$ cat config.mk
export PLATFORM = sky130hd
export DESIGN_NAME = seg_display_ctrl
export DESIGN_NICKNAME = d
export VERILOG_FILES = /design/src/rtl/seg_display_ctrl_pkg.sv /design/src/rtl/seg_display_ctrl_hex7seg.sv /design/src/rtl/seg_display_ctrl.sv
export SDC_FILE = /design/constraint.sdc
export NUM_CORES = 1
export LEC_CHECK = 0
export CORE_UTILIZATION = 46
export CTS_CLUSTER_SIZE = 10
export DETAILED_ROUTE_END_ITERATION = 12
export PLACE_DENSITY = 0.88
export SETUP_SLACK_MARGIN = 0.15
export SYNTH_ARGS = -nofsm -noshare
export SYNTH_HDL_FRONTEND = slang
export SYNTH_SLANG_ARGS = --single-unit
$ cat constraint.sdc
create_clock -name clk -period 7.3 [get_ports clk]
set_input_delay 2.19 -clock clk [delete_from_list [all_inputs] [get_ports clk]]
set_output_delay 2.19 -clock clk [all_outputs]
set_load 0.005 [all_outputs]
$ cat src/rtl/seg_display_ctrl_pkg.sv
// Shared encodings for the seven-segment display controller.
package seg_display_ctrl_pkg;

    localparam int unsigned NUM_DIGITS = 8;

    // Source selected by the switch-decoded display_op field.
    typedef enum logic [2:0] {
        OP_RAM     = 3'b000,
        OP_PC      = 3'b001,
        OP_TOTAL   = 3'b010,
        OP_JUMP    = 3'b011,
        OP_BRANCH  = 3'b100,
        OP_TAKEN   = 3'b101,
        OP_SYSCALL = 3'b110,
        OP_DBG     = 3'b111
    } display_op_t;

    // Once-per-frame snapshot sequencer.
    typedef enum logic [1:0] {
        SCAN,
        REQ,
        WAIT,
        LATCH
    } snap_state_t;

endpackage

$ cat src/rtl/seg_display_ctrl_hex7seg.sv
// Hex nibble to active-low seven-segment glyph {dp,g,f,e,d,c,b,a}; dp always off.
module hex7seg (
    input  logic [3:0] nibble,
    output logic [7:0] seg
);

    // Glyph lookup table.
    always_comb begin
        seg = 8'hFF;
        unique case (nibble)
            4'h0: seg = 8'hC0;
            4'h1: seg = 8'hF9;
            4'h2: seg = 8'hA4;
            4'h3: seg = 8'hB0;
            4'h4: seg = 8'h99;
            4'h5: seg = 8'h92;
            4'h6: seg = 8'h82;
            4'h7: seg = 8'hF8;
            4'h8: seg = 8'h80;
            4'h9: seg = 8'h90;
            4'hA: seg = 8'h88;
            4'hB: seg = 8'h83;
            4'hC: seg = 8'hC6;
            4'hD: seg = 8'hA1;
            4'hE: seg = 8'h86;
            4'hF: seg = 8'h8E;
        endcase
    end

endmodule

$ cat src/rtl/seg_display_ctrl.sv
// Time-multiplexed 8-digit hex display with a per-frame snapshot of the
// selected 32-bit source, so digits never mix old and new values mid-frame.
module seg_display_ctrl
    import seg_display_ctrl_pkg::*;
#(
    parameter int unsigned ADDR_BITS = 12,
    parameter int unsigned SCAN_DIV  = 100_000
) (
    input  logic                 clk,
    input  logic                 rst,
    input  logic [2:0]           display_op,
    input  logic [ADDR_BITS-3:0] ram_display_addr,
    output logic [ADDR_BITS-3:0] ram_rd_addr,
    input  logic [31:0]          ram_rd_data,
    input  logic [31:0]          pc,
    input  logic [31:0]          cnt_total,
    input  logic [31:0]          cnt_jump,
    input  logic [31:0]          cnt_branch,
    input  logic [31:0]          cnt_taken,
    input  logic [31:0]          syscall_out,
    output logic [7:0]           seg,
    output logic [7:0]           an,
    output logic                 snap_strobe
);

    localparam int unsigned CNT_W   = (SCAN_DIV > 1) ? $clog2(SCAN_DIV) : 1;
    localparam int unsigned DIGIT_W = $clog2(NUM_DIGITS);

    logic [CNT_W-1:0]   scan_cnt;
    logic [DIGIT_W-1:0] digit;
    logic               tc;
    logic [31:0]        shadow;
    logic [31:0]        sel;
    logic [15:0]        addr16;
    logic [7:0]         glyph;
    display_op_t        op_q;
    snap_state_t        state;

    assign tc     = (scan_cnt == CNT_W'(SCAN_DIV - 1));
    assign addr16 = 16'(ram_rd_addr);

    // Digit slot timer and digit index.
    always_ff @(posedge clk or posedge rst) begin
        if (rst) begin
            scan_cnt <= '0;
            digit    <= '0;
        end else if (tc) begin
            scan_cnt <= '0;
            digit    <= digit + 1'b1;
        end else begin
            scan_cnt <= scan_cnt + 1'b1;
        end
    end

    hex7seg u_hex7seg (
        .nibble (shadow[{digit, 2'b00} +: 4]),
        .seg    (glyph)
    );

    // Registered segment and anode drive for the current digit.
    always_ff @(posedge clk or posedge rst) begin
        if (rst) begin
            seg <= 8'hFF;
            an  <= 8'hFF;
        end else begin
            seg <= glyph;
            an  <= ~(8'b1 << digit);
        end
    end

    // Source mux, keyed by the op captured at the frame boundary.
    always_comb begin
        sel = '0;
        unique case (op_q)
            OP_RAM:     sel = ram_rd_data;
            OP_PC:      sel = pc;
            OP_TOTAL:   sel = cnt_total;
            OP_JUMP:    sel = cnt_jump;
            OP_BRANCH:  sel = cnt_branch;
            OP_TAKEN:   sel = cnt_taken;
            OP_SYSCALL: sel = syscall_out;
            OP_DBG:     sel = {13'b0, op_q, addr16};
        endcase
    end

    // Snapshot sequencer: request RAM at frame end, latch two clks later.
    always_ff @(posedge clk or posedge rst) begin
        if (rst) begin
            state       <= SCAN;
            op_q        <= OP_RAM;
            ram_rd_addr <= '0;
            shadow      <= '0;
            snap_strobe <= 1'b0;
        end else begin
            snap_strobe <= 1'b0;
            unique case (state)
                SCAN: begin
                    if (tc && digit == DIGIT_W'(NUM_DIGITS - 1)) begin
                        state <= REQ;
                    end
                end
                REQ: begin
                    op_q        <= display_op_t'(display_op);
                    ram_rd_addr <= ram_display_addr;
                    state       <= WAIT;
                end
                WAIT: begin
                    state <= LATCH;
                end
                LATCH: begin
                    shadow      <= sel;
                    snap_strobe <= 1'b1;
                    state       <= SCAN;
                end
            endcase
        end
    end

endmodule

==> summary.txt, run 1 <==
Most used routing layer in global routing -> met2
Period utilization -> 0.4830
GR met1 Demand/Resource -> 0.3763
CP Cell Sequence -> clkdlybuf4s50_1
Ys Warns -> 0
Crit path max-delay family -> flip-flops
Final setup TNS -> 0 ns
Initial antenna violation count -> 0
CTS H-tree depth -> 3
Sequential area share after synthesis -> 0.3666
Clock power frac -> 0.443
Cell-internal power -> 886.9 uW
Post-synth cell types -> 57
Ant. Diodes -> 0
Commonest non-fill, non-tap cell in the layout -> clkdlybuf4s50_1
WL/cell -> 19.76 um
Final #Nets -> 1072
Combinational share of power -> 0.140
Peak supply drop -> 0.1080 mV
Post-Place Cells -> 973
Number of synthesized register bits -> 83
Area Overhead vs Synth -> 52.35%
Met3 Use GR -> 0.05685
Utilization after layout -> 0.7221
Hold crit path type -> reg2reg
Storage cell area -> 0.002098 mm^2
Ys flop type -> dfrtp_1
Startpoint type of the worst setup path -> flip-flop
Filler cells -> 869
Met2 GRT Util -> 0.5280
Non-filler instance count after layout -> 989
Final setup fails -> 0
Buffer and inverter count on the worst path -> 1
Pins Over Slew Limit -> 0
Clock sinks -> 83
First-pass GRT wire length -> 29690 um
Full die area -> 0.01288 mm^2
Core area -> 0.01206 mm^2
Cell Area, Synth -> 0.005717 mm^2
Most frequent cells in the layout -> clkdlybuf4s50_1, dfrtp_1, nor2_1
Slew margin rel. -> 0.04632
Max Freq -> 283.6 MHz
FP Rows -> 40
Die Height -> 113.5 um
CP Data Arrival Time -> 1.34 ns
Area of the multi-input gates -> 0.003281 mm^2
# Post-CTS Setup Buffers -> 0
NetSw -> 217.2 uW
CTS tree -> done
Max Clock Skew -> 0.006789 ns
CTS buffer count -> 9
DRC violations left -> 0
Leakage -> 3.798 nW
Vias in the first global route -> 5762
Tmin final -> 3.526 ns
DRT Pass-1 Iters -> 5
Syn Inst Count -> 585
Final WL -> 19550 um
Drt via density -> 5.781
1st-iter DRT viols -> 399
RSZ-0062 raised after global routing -> false
GR Util All Layers -> 0.3017
PostCTS Resize Cnt -> 0
Clk buf depth -> 2
Crit Path Category -> reg2out
Crit-path max FO -> 1
Worst-Skew Late Latency -> 0.33 ns
Gpl congestion -> 0.8982
CP Capture Type -> output pin
Worst path max stage delay -> 0.51 ns
Post-DP Area -> 0.008379 mm^2
Async SR Flop Fraction -> 1.000
Status -> completed
Worst-margin pin slew -> 1.428 ns
HPWL after detailed placement -> 15080 um
Clk slew on worst S/H paths -> 0.06 ns
Root Driver -> clkbuf_16
Final hold vios -> 0
Pwr Density -> 126.8 mW/mm^2
Cell area after layout -> 0.008710 mm^2
Vias post-DR -> 5717
Req. time, crit path -> 5.11 ns
EDFF count, synth -> 0
Initial Utilization -> 0.4740
Avg Cell Area, Syn -> 9.772 um^2
I/O Buffers -> 264
Ratio of cells with drive above 1 in the final layout -> 0.09013
Reg power frac -> 0.417
Largest net degree at the start of global routing -> 84
Syn Nets -> 841
Die width -> 113.5 um
Grt ovf -> 0
Number of top-level pins -> 266
Antenna viol nets, final -> 0
Switching part of the total -> 0.1967
Max_cap viols -> 0
Max stage delay cell, worst path -> dfstp_2
Hold_buf cts -> 0
[Yosys cell counts, drive strengths merged (5+ instances only)]
| master | instances | area [um^2] |
|---|---|---|
| a221o | 7 | 70.07 |
| nor2b | 8 | 50.05 |
| nand2b | 24 | 150.1 |
| mux2 | 19 | 217.7 |
| a22o | 43 | 377.9 |
| mux2i | 37 | 395.4 |
| nor2 | 52 | 195.2 |
| a22oi | 9 | 67.56 |
| dfstp | 15 | 394.1 |
| buf | 20 | 116.4 |
| ha | 17 | 212.7 |
| o2bb2ai | 10 | 87.58 |
| nand3 | 14 | 70.07 |
| mux4 | 9 | 217.7 |
| xor2 | 9 | 78.83 |
| o31ai | 25 | 187.7 |
| o21ai | 17 | 85.08 |
| o211ai | 6 | 45.04 |
| nand2 | 46 | 172.7 |
| or3 | 5 | 31.28 |
| clkbuf | 30 | 122.6 |
| xnor2 | 6 | 52.55 |
| dfrtp | 68 | 1702 |
| a221oi | 26 | 227.7 |
| inv | 27 | 101.4 |
[registers in the layout (all words and copies together), names as in the netlist]
register and flops:
an 8, digit 3, op_q 3, ram_rd_addr 10, scan_cnt 17, seg 7, shadow 32, snap_strobe 1
state 2
[layer usage]
layer  wire length, um  share of wire
met5                 0              0
met4               578          0.030
met3              1160          0.059
met2              9793           0.50
met1              8014           0.41
[through the flow]
| step | hold WS, ns | power (mW) | setup WS, ns |
|---|---|---|---|
| after floorplan | 0.4435 | 0.4880 | 2.998 |
| after detailed placement | 0.4653 | 0.6222 | 3.609 |
| final | 0.4815 | 1.104 | 3.774 |
| after global placement | 0.4559 | 0.6206 | 3.601 |
| after CTS | 0.4802 | 1.114 | 3.757 |
| after global routing | 0.4960 | 1.140 | 3.730 |
[cell families after synthesis]
logic type	Yosys count	share of synthesized area
multiplexers	65	0.1453
flip-flops	83	0.3666
AO/OA/AOI/OAI	160	0.2254
buffers and inverters	77	0.05953
adder cells (fa/ha/maj)	17	0.03721
AND/OR/NAND/NOR	167	0.1423
other	1	0.0006560
XOR/XNOR	15	0.02298
[power groups by stage]
stage / clock network [mW] / logic [mW] / registers, mW
after global placement: 0 / 0.152 / 0.469
after detailed placement: 0 / 0.154 / 0.469
after CTS: 0.499 / 0.155 / 0.460
after floorplan: 0 / 0.0194 / 0.469
after global routing: 0.517 / 0.163 / 0.460
final: 0.489 / 0.155 / 0.460
[final timing paths]
check / from / endpoint / slack, ns / cells past startpoint
worst min-delay path: shadow[25] / shadow[25] / 0.48 / 2
max in group asynchronous: rst / op_q[2] / 4.10 / 3
worst max register to register: op_q[0] / shadow[4] / 4.41 / 5
min in group asynchronous: rst / ram_rd_addr[4] / 2.50 / 3
worst max-delay path: an[3] / an[3] / 3.77 / 1
worst min register to register: shadow[25] / shadow[25] / 0.48 / 2
[final cells by class]
class,count,share of cell area
multi-input combinational,425,0.3767
timing repair buffer,270,0.3086
sequential,83,0.2409
clock buffer,12,0.03204
tap,168,0.02413
inverter,27,0.01178
clock inverter,4,0.005890
Note: power is estimated with default switching activity, not from simulation.
==> run 2: changes to the inputs <==
--- a/config.mk
+++ b/config.mk
@@ -5,10 +5,10 @@
 export SDC_FILE = /design/constraint.sdc
 export NUM_CORES = 1
 export LEC_CHECK = 0
-export CORE_UTILIZATION = 46
+export CORE_UTILIZATION = 38
 export CTS_CLUSTER_SIZE = 10
 export DETAILED_ROUTE_END_ITERATION = 12
-export PLACE_DENSITY = 0.88
+export PLACE_DENSITY = 0.78
 export SETUP_SLACK_MARGIN = 0.15
 export SYNTH_ARGS = -nofsm -noshare
 export SYNTH_HDL_FRONTEND = slang
==> constraint.sdc (replaced) <==
create_clock -name clk -period 3.2 [get_ports clk]
set_input_delay 0.96 -clock clk [delete_from_list [all_inputs] [get_ports clk]]
set_output_delay 0.96 -clock clk [all_outputs]
set_load 0.005 [all_outputs]
==> summary.txt, run 2 (synthesized netlist as in run 1, its figures left out) <==
Status -> completed
Pins Over Slew Limit -> 0
RSZ-0062 raised after global routing -> false
Pwr Density -> 290.9 mW/mm^2
FP Rows -> 44
Hold_buf cts -> 0
Drt via density -> 5.674
Final hold vios -> 0
Clk slew on worst S/H paths -> 0.06 ns
Ant. Diodes -> 0
DRT Pass-1 Iters -> 6
HP Start -> shadow[21]
Full die area -> 0.01554 mm^2
Crit Path Category -> reg2reg
First-pass GRT wire length -> 32490 um
Clock power frac -> 0.451
WL/cell -> 20.71 um
Worst R2R Start -> digit[0]
Top reg by flops -> shadow
Initial Utilization -> 0.3919
Antenna viol nets, final -> 0
Area of the multi-input gates -> 0.003283 mm^2
Core area -> 0.01459 mm^2
Final setup TNS -> 0 ns
CTS buffer count -> 9
Non-filler instance count after layout -> 1011
Clk buf depth -> 2
# Post-CTS Setup Buffers -> 0
Grt ovf -> 0
Vias in the first global route -> 5743
Ratio of cells with drive above 1 in the final layout -> 0.1004
Crit-path max FO -> 11
Tot Pwr -> 2.563 mW
Initial antenna violation count -> 0
CTS tree -> done
CP startpoint -> digit[0]
Peak supply drop -> 0.2299 mV
Hold crit path type -> reg2reg
Max_cap viols -> 0
1st-iter DRT viols -> 369
Largest register FFs -> 32
Largest net degree at the start of global routing -> 50
Final setup fails -> 0
Req. time, crit path -> 3.45 ns
HPWL after detailed placement -> 16570 um
Most frequent cells in the layout -> clkdlybuf4s50_1, dfrtp_1, nor2_1
Worst-margin pin slew -> 1.151 ns
Startpoint type of the worst setup path -> flip-flop
CTS H-tree depth -> 3
NetSw -> 523.9 uW
Root Driver -> clkbuf_16
GR Util All Layers -> 0.2737
Filler cells -> 1186
Leakage -> 3.831 nW
Reg power frac -> 0.410
CP Capture Type -> flip-flop
Commonest non-fill, non-tap cell in the layout -> clkdlybuf4s50_1
Tmin final -> 2.662 ns
Die width -> 124.7 um
Max Clock Skew -> 0.005030 ns
Vias post-DR -> 5736
Combinational share of power -> 0.139
Switching part of the total -> 0.2044
Worst-Skew Late Latency -> 0.34 ns
Period utilization -> 0.8318
Final WL -> 20940 um
CP Data Arrival Time -> 2.91 ns
Final #Nets -> 1078
Post-Place Cells -> 995
DRC violations left -> 0
Number of top-level pins -> 266
I/O Buffers -> 264
PostCTS Resize Cnt -> 0
Area Overhead vs Synth -> 54.13%
Storage cell area -> 0.002100 mm^2
Gpl congestion -> 0.8975
Cell-internal power -> 2.039 mW
Max Freq -> 375.7 MHz
Slew margin rel. -> 0.2325
Die Height -> 124.7 um
Clock sinks -> 83
Top Registers -> shadow x32, scan_cnt x17, ram_rd_addr x10
[run 2: cell type report]
type,instances,area share
multi-input cells,425,0.3726
flip-flops and latches,83,0.2383
well taps,184,0.02613
repair buffers,276,0.3130
clock buffers,10,0.02712
clock inverters,6,0.01093
inverters,27,0.01193
[run 2: through the flow]
step / instance area, um^2 / utilization / hold WS, ns / setup slack [ns]
after floorplan: 5720 / - / 0.4435 / 1.014
after global placement: 8476 / 0.5810 / 0.4605 / 0.7523
after detailed placement: 8476 / 0.5810 / 0.4652 / 0.5572
after CTS: 8811 / 0.6039 / 0.4812 / 0.5312
after global routing: 8811 / 0.6039 / 0.5111 / 0.3345
final: 8811 / 0.6039 / 0.4789 / 0.5383
[run 2: final timing paths]
path | to | slack, ns | cells after the start
setup / recovery | seg[4] | 0.54 | 6
setup reg to reg | seg[4] | 0.54 | 6
hold / removal | shadow[21] | 0.48 | 2
min in group asynchronous | ram_rd_addr[9] | 1.05 | 2
hold reg to reg | shadow[21] | 0.48 | 2
max in group asynchronous | seg[0] | 1.54 | 3
[run 2: layer usage]
layer,track usage,up-vias,routed length (um)
met3,0.05241,36,1440
li1,-,2657,-
met4,0.09142,0,591
met2,0.4488,271,10130
met1,0.3614,2772,8776
met5,0,-,0
[run 2: critical path: stages, from the launching register on]
cell,delay [ns]
dfrtp_1,0.69
mux4_1,0.61
mux2i_1,0.42
inv_1,0.13
ha_1,0.26
mux2_2,0.26
o21ai_0,0.19
[run 2: power groups by stage]
stage               sequential, mW  clock, mW  combinational (mW)
floorplan                     1.07          0              0.0445
global placement              1.07          0               0.355
detailed placement            1.07          0               0.358
CTS                           1.05       1.17               0.359
global route                  1.05       1.24               0.380
finish                        1.05       1.16               0.357
==> run 3: changes to the inputs <==
==> constraint.sdc (replaced) <==
create_clock -name clk -period 2.4 [get_ports clk]
set_input_delay 0.72 -clock clk [delete_from_list [all_inputs] [get_ports clk]]
set_output_delay 0.72 -clock clk [all_outputs]
set_load 0.005 [all_outputs]
==> summary.txt, run 3 (synthesized netlist as in run 1, its figures left out) <==
Status -> completed
Initial antenna violation count -> 0
Pins Over Slew Limit -> 0
Drt via density -> 5.621
Post-DP Area -> 0.008593 mm^2
Worst-margin pin slew -> 0.7736 ns
Ant. Diodes -> 0
Worst reg2reg path depth -> 6
Wl on met1 -> 8638 um
CP Cell Sequence -> mux4_1, mux2i_2, inv_1, ha_1, mux2_2, o21ai_0
Cell area after layout -> 0.008879 mm^2
Full die area -> 0.01554 mm^2
Met3 WL -> 1347 um
Vias in the first global route -> 6014
Clk slew on worst S/H paths -> 0.06 ns
Final #Nets -> 1094
Setup ws final -> 0.2058 ns
Hold crit path type -> reg2reg
CTS H-tree depth -> 3
Crit path max-delay family -> multiplexers
CP Data Arrival Time -> 2.45 ns
1st-iter DRT viols -> 362
Max_cap viols -> 0
Period utilization -> 0.9142
Clk buf depth -> 2
Req. time, crit path -> 2.65 ns
First-pass GRT wire length -> 32180 um
HPWL after detailed placement -> 16730 um
GR Util All Layers -> 0.2684
Largest net degree at the start of global routing -> 55
Final hold vios -> 0
Gpl congestion -> 0.9209
RSZ-0062 raised after global routing -> false
Switching part of the total -> 0.2098
Area Overhead vs Synth -> 55.31%
Grt ovf -> 0
Antenna viol nets, final -> 0
Max Clock Skew -> 0.008324 ns
Leakage -> 3.873 nW
Reg power frac -> 0.449
Crit-path max FO -> 7
Root Driver -> clkbuf_16
Pre-CTS setup slack -> 0.1204 ns
Final setup fails -> 0
Slew margin rel. -> 0.4819
Met2 WL -> 9949 um
DR top layer -> met4
Core area -> 0.01459 mm^2
Tmin final -> 2.194 ns
Top Registers -> shadow x32, scan_cnt x17, ram_rd_addr x10
Commonest non-fill, non-tap cell in the layout -> clkdlybuf4s50_1
Max stage delay cell, worst path -> mux4_1
Cell-internal power -> 2.463 mW
Buffer and inverter count on the worst path -> 1
I/O Buffers -> 264
Die Height -> 124.7 um
CP startpoint -> digit[0]
Clock sinks -> 83
Worst hold slack -> 0.4764 ns
Worst path max stage delay -> 0.62 ns
Die width -> 124.7 um
Final WL -> 20790 um
Most frequent cells in the layout -> clkdlybuf4s50_1, dfrtp_1, nor2_1
Vias post-DR -> 5773
Peak supply drop -> 0.3329 mV
CP Capture Type -> flip-flop
Crit Path Category -> reg2reg
Largest register FFs -> 32
Top reg by flops -> shadow
Worst R2R End -> seg[4]
Setup slack, reg-to-reg -> 0.21 ns
Clock power frac -> 0.397
Worst R2R Start -> digit[0]
NetSw -> 653.8 uW
DRC violations left -> 0
Startpoint type of the worst setup path -> flip-flop
FP Rows -> 44
Initial Utilization -> 0.3919
Ratio of cells with drive above 1 in the final layout -> 0.1186
Pwr Density -> 351.0 mW/mm^2
CTS tree -> done
DRT Pass-1 Iters -> 5
Combinational share of power -> 0.153
Max Freq -> 455.8 MHz
Crit path capture -> seg[4]
WL/cell -> 20.24 um
Final setup TNS -> 0 ns
CTS buffer count -> 9
Number of top-level pins -> 266
Crit. path cell count -> 6
Worst-Skew Late Latency -> 0.34 ns
## run 3: timing repair
item	CTS	global route
gates resized for setup	2	1
hold buffers	0	0
setup endpoints to repair	8	2
buffers inserted	0	2
gates cloned	0	0
## run 3: through the flow
step / util / cells / total power [mW]
after floorplan: - / 585 / 1.485
after global placement: 0.5890 / 1009 / 1.899
after detailed placement: 0.5890 / 1009 / 1.903
after CTS: 0.6073 / 1025 / 3.142
after global routing: 0.6086 / 1027 / 3.225
final: 0.6086 / 1027 / 3.117
## run 3: final cells by class
type / count / area [um^2]
Fill cell: 1173 / 5710
Multi-Input combinational cell: 425 / 3289
Tap cell: 184 / 230.2
Clock buffer: 11 / 232.7
Clock inverter: 5 / 30.03
Timing Repair Buffer: 292 / 2890
Inverter: 27 / 105.1
Sequential cell: 83 / 2101
## run 3: power by group through the flow
stage | combinational [mW] | sequential, mW | clock [mW]
global placement | 0.474 | 1.43 | 0
floorplan | 0.0594 | 1.43 | 0
CTS | 0.480 | 1.40 | 1.26
global route | 0.509 | 1.40 | 1.32
finish | 0.478 | 1.40 | 1.24
detailed placement | 0.478 | 1.43 | 0
## run 3: worst min path at each step
stage / startpoint / to / slack [ns] / cells after the start
4_1_cts: scan_cnt[11] / scan_cnt[11] / 0.48 / 1
3_3_place_gp: scan_cnt[0] / scan_cnt[0] / 0.46 / 1
2_1_floorplan: shadow[21] / shadow[21] / 0.44 / 2
5_1_grt: scan_cnt[8] / scan_cnt[8] / 0.50 / 1
3_5_place_dp: shadow[27] / shadow[27] / 0.47 / 2
6_report: shadow[21] / shadow[21] / 0.48 / 2
## run 3: worst register-to-register path, stage by stage (launching register included)
cell     delay [ns]
dfrtp_2        0.46
mux4_1         0.62
mux2i_2        0.23
inv_1          0.10
ha_1           0.25
mux2_2         0.28
o21ai_0        0.17
## run 3: layer usage
metal / track usage / up-vias
met2: 0.4381 / 252
met4: 0.1212 / 0
li1: - / 2680
met1: 0.3373 / 2792
met3: 0.06100 / 49
met5: 0 / -
==> variant 1 (settings of run 2) <==
Encoding of `snap_state_t`: now Gray code (2 bits for 4 states).
--- a/src/rtl/seg_display_ctrl_pkg.sv
+++ b/src/rtl/seg_display_ctrl_pkg.sv
@@ -19,6 +19,6 @@
     typedef enum logic [1:0] {
-        SCAN,
-        REQ,
-        WAIT,
-        LATCH
+        SCAN  = 2'b00,
+        REQ   = 2'b01,
+        WAIT  = 2'b11,
+        LATCH = 2'b10
     } snap_state_t;
Function: same outputs for any inputs over 10 cycles, from zero or initial values and one cycle with rst high; not proved beyond that.
==> variant 1 against run 2 <==
  * Area after synthesis down 0.74%
  * Power fell by 1.9%
  * Sequential cell count stayed put
  * Cell area decreased by 0.72%
  * Combinational power rose by 13%
  * Worst setup slack better by 59 ps
  * Wire length is 7.5% lower
  * Critical path type unchanged
  * Largest cell class unchanged
  * Largest power group unchanged
==> variant 1: results (changes against run 2) <==
| Metric | Value |
|---|---|
| Outcome | `completed` |
| Proportion of synthesized area in mux cells | `14.62% (+0.087 points)` |
| Slew at the pin closest to its max-slew limit | `1057 ps (-94.07 ps)` |
| Nets in the synthesized netlist | `844 (+0.36%)` |
| Later-pin clock latency in the skew report | `340 ps (about the same)` |
| Maximum number of pins on one net before global-route repair | `84 (+68%)` |
| Clock buf count | `12 (+2)` |
| Netlist Area Pre-Place | `5674 sq um (-0.74%)` |
| Non-Filler Cell Area, Final | `8747 sq um (-0.72%)` |
| Routed Wire Length | `19.37 mm (-7.5%)` |
| Repair and plain buffers | `277 (+0.36%)` |
| Clock Skew | `8.444 ps (+3.413 ps)` |
| Number of cells traversed by the worst hold path | `0 (-2)` |
| Hold Crit Start | `state[0]` |
| Average wire length per cell after detail routing | `19.03 um (-8.1%)` |
| Count of multi-input gates | `423 (-0.47%)` |
| Layout fillers | `1283 (+8.2%)` |
| Worst slack after detailed placement | `606.2 ps (+48.97 ps)` |
| Cell count after synthesis | `593 (+1.4%)` |
| Number of antenna diodes | `1 (+1)` |
| R2R setup slack | `600 ps (+60 ps)` |
| Initial antenna violation count | `3 (+3)` |
| Adder-cell area share of the yosys netlist | `2.646% (-1.1 points)` |
| Cell area reported after detailed placement | `8438 sq um (-0.44%)` |
| Global Route Usage Sum | `25.62% (-1.8 points)` |
| Clock distribution area overhead in the final layout | `3.505% (-0.30 points)` |
| Max IR drop VDD | `0.2101 mV (-8.6%)` |
| Data arrival time at the worst-slack endpoint | `2870 ps (-40 ps)` |
| Xor/xnor share of the synthesized area | `2.470% (+0.17 points)` |
| Synth top area cells | `sky130_fd_sc_hd__dfrtp_1 (30%), sky130_fd_sc_hd__dfstp_2 (6.9%), sky130_fd_sc_hd__a22o_1 (4.8%)` |
| Final Setup Violations | `0 (unchanged)` |
| Endpoint with the worst hold slack | `state[1]` |
| Total leakage power | `0.003693 uW (-3.6%)` |
| Reg-to-Reg End | `seg[5]` |
| Commonest cells post-synth | `sky130_fd_sc_hd__dfrtp_1 (68), sky130_fd_sc_hd__nand2_1 (53), sky130_fd_sc_hd__nor2_1 (53)` |
| Fraction of the cycle the final worst path needs | `81.34% (-1.8 points)` |
| Number of violations reported at the end of detailed-routing iteration 0 | `319 (-14%)` |
| Via density | `5.413 (-4.6%)` |
| Number of global-route vias before repair | `5343 (-7.0%)` |
| Count of non-CTS inverters in the layout | `34 (+26%)` |
| Switching share of power | `21.31% (+0.88 points)` |
| Routability-driven placement congestion ratio | `0.8184 (-8.8%)` |
| Worst Reg2Reg Path Length in Cells | `7 (+1)` |
-- variant 1: power groups by stage --
stage | combinational, uW | sequential (uW) | clock (uW)
global route | 434 | 1050 | 1120
floorplan | 86.6 | 1070 | 0
detailed placement | 405 | 1070 | 0
CTS | 406 | 1050 | 1080
global placement | 402 | 1070 | 0
finish | 404 | 1050 | 1060
-- variant 1: worst max-delay path, cell delays in order (launching register included) --
cell and delay (ps):
sky130_fd_sc_hd__dfrtp_1 680, sky130_fd_sc_hd__mux4_1 620, sky130_fd_sc_hd__mux2i_1 440, sky130_fd_sc_hd__inv_1 130, sky130_fd_sc_hd__ha_1 250, sky130_fd_sc_hd__inv_1 70
sky130_fd_sc_hd__mux2i_1 60, sky130_fd_sc_hd__a22o_2 270
-- variant 1: routing by layer --
layer / track usage [%] / wire length [um] / up-vias
met5: 0 / 20 / -
met4: 6.622 / 322 / 4
met3: 6.731 / 1219 / 29
met2: 43.23 / 9896 / 194
met1: 32.32 / 7909 / 2619
li1: - / - / 2664
==> variant 2 (config.mk and constraints of run 2) <==
Without the edit above. Set the parameter `ADDR_BITS` to 10 (it was 12).
--- a/src/rtl/seg_display_ctrl.sv
+++ b/src/rtl/seg_display_ctrl.sv
@@ -5,3 +5,3 @@
 #(
-    parameter int unsigned ADDR_BITS = 12,
+    parameter int unsigned ADDR_BITS = 10,
     parameter int unsigned SCAN_DIV  = 100_000
Ports: changed (resized ram_display_addr and ram_rd_addr); port bits go from 266 to 262. No check against the original RTL was run, so the function may have changed too.
==> variant 2 against run 2 <==
  * Wire length is 10% lower
  * Power rose by 4.8%
  * Largest power group unchanged
  * Cell count is 2.8% lower
  * Area after synthesis down 2.2%
  * Cell area is 1.7% lower
  * Global-route usage down 2.6 points
  * Sequential cell count fell by 2
  * Sequential share of layout area down 0.18 points
  * Synthesized cell count decreased by 3.2%
  * Fmax is 0.94% higher
  * Critical path depth did not move
  * Worst setup slack better by 25 ps
==> variant 2: results (changes against run 2) <==
| Metric | Value |
|---|---|
| Nets in the synthesized netlist | `820 (-2.5%)` |
| Clock root buffer | `sky130_fd_sc_hd__clkbuf_16` |
| Post-CTS Setup Repair Bufs | `0 (unchanged)` |
| Synth top area cells | `sky130_fd_sc_hd__dfrtp_1 (30%), sky130_fd_sc_hd__dfstp_2 (7.0%), sky130_fd_sc_hd__mux4_2 (5.2%)` |
| Initial antenna violation count | `0 (unchanged)` |
| Outcome | `completed` |
| Clock Skew | `10.95 ps (+5.923 ps)` |
| Clock buffers created by TritonCTS | `9 (unchanged)` |
| Clock H-tree levels | `3 (unchanged)` |
| Resize count post-CTS | `0 (unchanged)` |
| Total leakage power | `0.003549 uW (-7.3%)` |
| Top fanout value on the critical path | `11 (unchanged)` |
| Portion of the post-synthesis area used by sequential elements | `36.58% (-0.083 points)` |
| Layout fillers | `1181 (-0.42%)` |
| Kind of path behind the tightest hold check | `reg -> reg` |
| Registers with the most flip-flops | `shadow: 32 flops, scan_cnt: 17 flops` |
| Highest Signal Layer | `met4` |
| Later-pin clock latency in the skew report | `340 ps (about the same)` |
| Dominant register cell in the synthesized netlist | `sky130_fd_sc_hd__dfrtp_1` |
| Met1 wire length | `7.717 mm (-12%)` |
| Total length of routed met2 wires | `9.136 mm (-9.8%)` |
| Max Buffers Root-to-Sink | `2 (unchanged)` |
| Met3 routed wirelength | `1.461 mm (+1.5%)` |
| Routability-driven placement congestion ratio | `0.8963 (-0.13%)` |
| Clock-pin slew of the registers on the worst-case setup and hold paths | `70 ps` |
| Post-synthesis cell type count | `55 (-3.5%)` |
| Commonest cells post-synth | `sky130_fd_sc_hd__dfrtp_1 (66), sky130_fd_sc_hd__nand2_1 (59), sky130_fd_sc_hd__nor2_1 (39)` |
| Number of detailed-route iterations in the first pass | `6 (unchanged)` |
| Max IR drop VDD | `0.3017 mV (+31%)` |
| Global-route wire length before repair | `28.30 mm (-13%)` |
| Share of cells above drive strength 1 | `10.71% (+0.67 points)` |
| Maximum number of pins on one net before global-route repair | `77 (+54%)` |
| Number of global-route vias before repair | `5454 (-5.0%)` |
| Average wire length per cell after detail routing | `19.10 um (-7.8%)` |
| Via density | `5.565 (-1.9%)` |
| Number of input and output port buffers inserted | `260 (-1.5%)` |
| Number of violations reported at the end of detailed-routing iteration 0 | `315 (-15%)` |
| HPWL Detailed | `15.18 mm (-8.4%)` |
| Data arrival time at the worst-slack endpoint | `2900 ps (about the same)` |
| Number of antenna diodes | `0 (unchanged)` |
| Synth Warn # | `0 (unchanged)` |
| Final net count | `1052 (-2.4%)` |
| Global Route Usage Sum | `24.74% (-2.6 points)` |
| Relative slew margins | `19.28% (-4.0 points)` |
==> variant 2: worst paths after layout <==
path                                  from              to  slack (ps)  depth (start not counted)
worst max-delay path              digit[0]          seg[4]         560                          6
min in group asynchronous              rst  ram_rd_addr[1]         920                          2
worst min register to register  shadow[10]      shadow[10]         490                          2
max in group asynchronous              rst       shadow[8]        1660                          3
worst min-delay path            shadow[10]      shadow[10]         490                          2
worst max register to register    digit[0]          seg[4]         560                          6
==> variant 2: where the power goes <==
group / switching (uW) / internal (uW)
combinational: 104 / 305
sequential: 0 / 1030
clock: 410 / 842
total: 514 / 2170
==> variant 2: cell type report <==
type	count	area, sq um	share of cell area [%]
Sequential cell	81	2048	23.65
Inverter	33	125.1	1.445
Clock inverter	7	142.6	1.647
Clock buffer	9	225.2	2.601
Multi-Input combinational cell	404	3198	36.93
Timing Repair Buffer	269	2695	31.12
Tap cell	180	225.2	2.601
==> variant 2: through the flow <==
stage,util (%),instance area (sq um),std cells,setup slack [ps]
after floorplan,-,5593,566,184.7
after global placement,58.82,8292,967,750.5
after detailed placement,58.82,8292,967,557.4
after CTS,61.43,8660,983,533.5
after global routing,61.43,8660,983,296.4
final,61.43,8660,983,563.1
==> variant 2: worst max-delay path: stages, from the launching register on <==
cell,delay [ps]
sky130_fd_sc_hd__dfrtp_1,680
sky130_fd_sc_hd__mux4_1,620
sky130_fd_sc_hd__mux2i_1,430
sky130_fd_sc_hd__inv_1,140
sky130_fd_sc_hd__ha_1,260
sky130_fd_sc_hd__mux2_2,260
sky130_fd_sc_hd__o21ai_0,160
==> variant 2: cell families after synthesis <==
family	count (synthesis)	synth area share, %
and+or+nand+nor	160	14.05
AOI/OAI and AO/OA	144	19.75
DFF	81	36.58
buffers and inverters	81	6.286
muxes	67	17.11
adders and majority gates	17	3.803
xor gates and xnor gates	15	2.349
other	1	0.06705
==> variant 2: metal layers <==
metal	track usage [%]	vias up
met3	6.919	39
met4	7.380	0
met1	31.45	2603
met5	0	-
met2	40.78	269
li1	-	2559
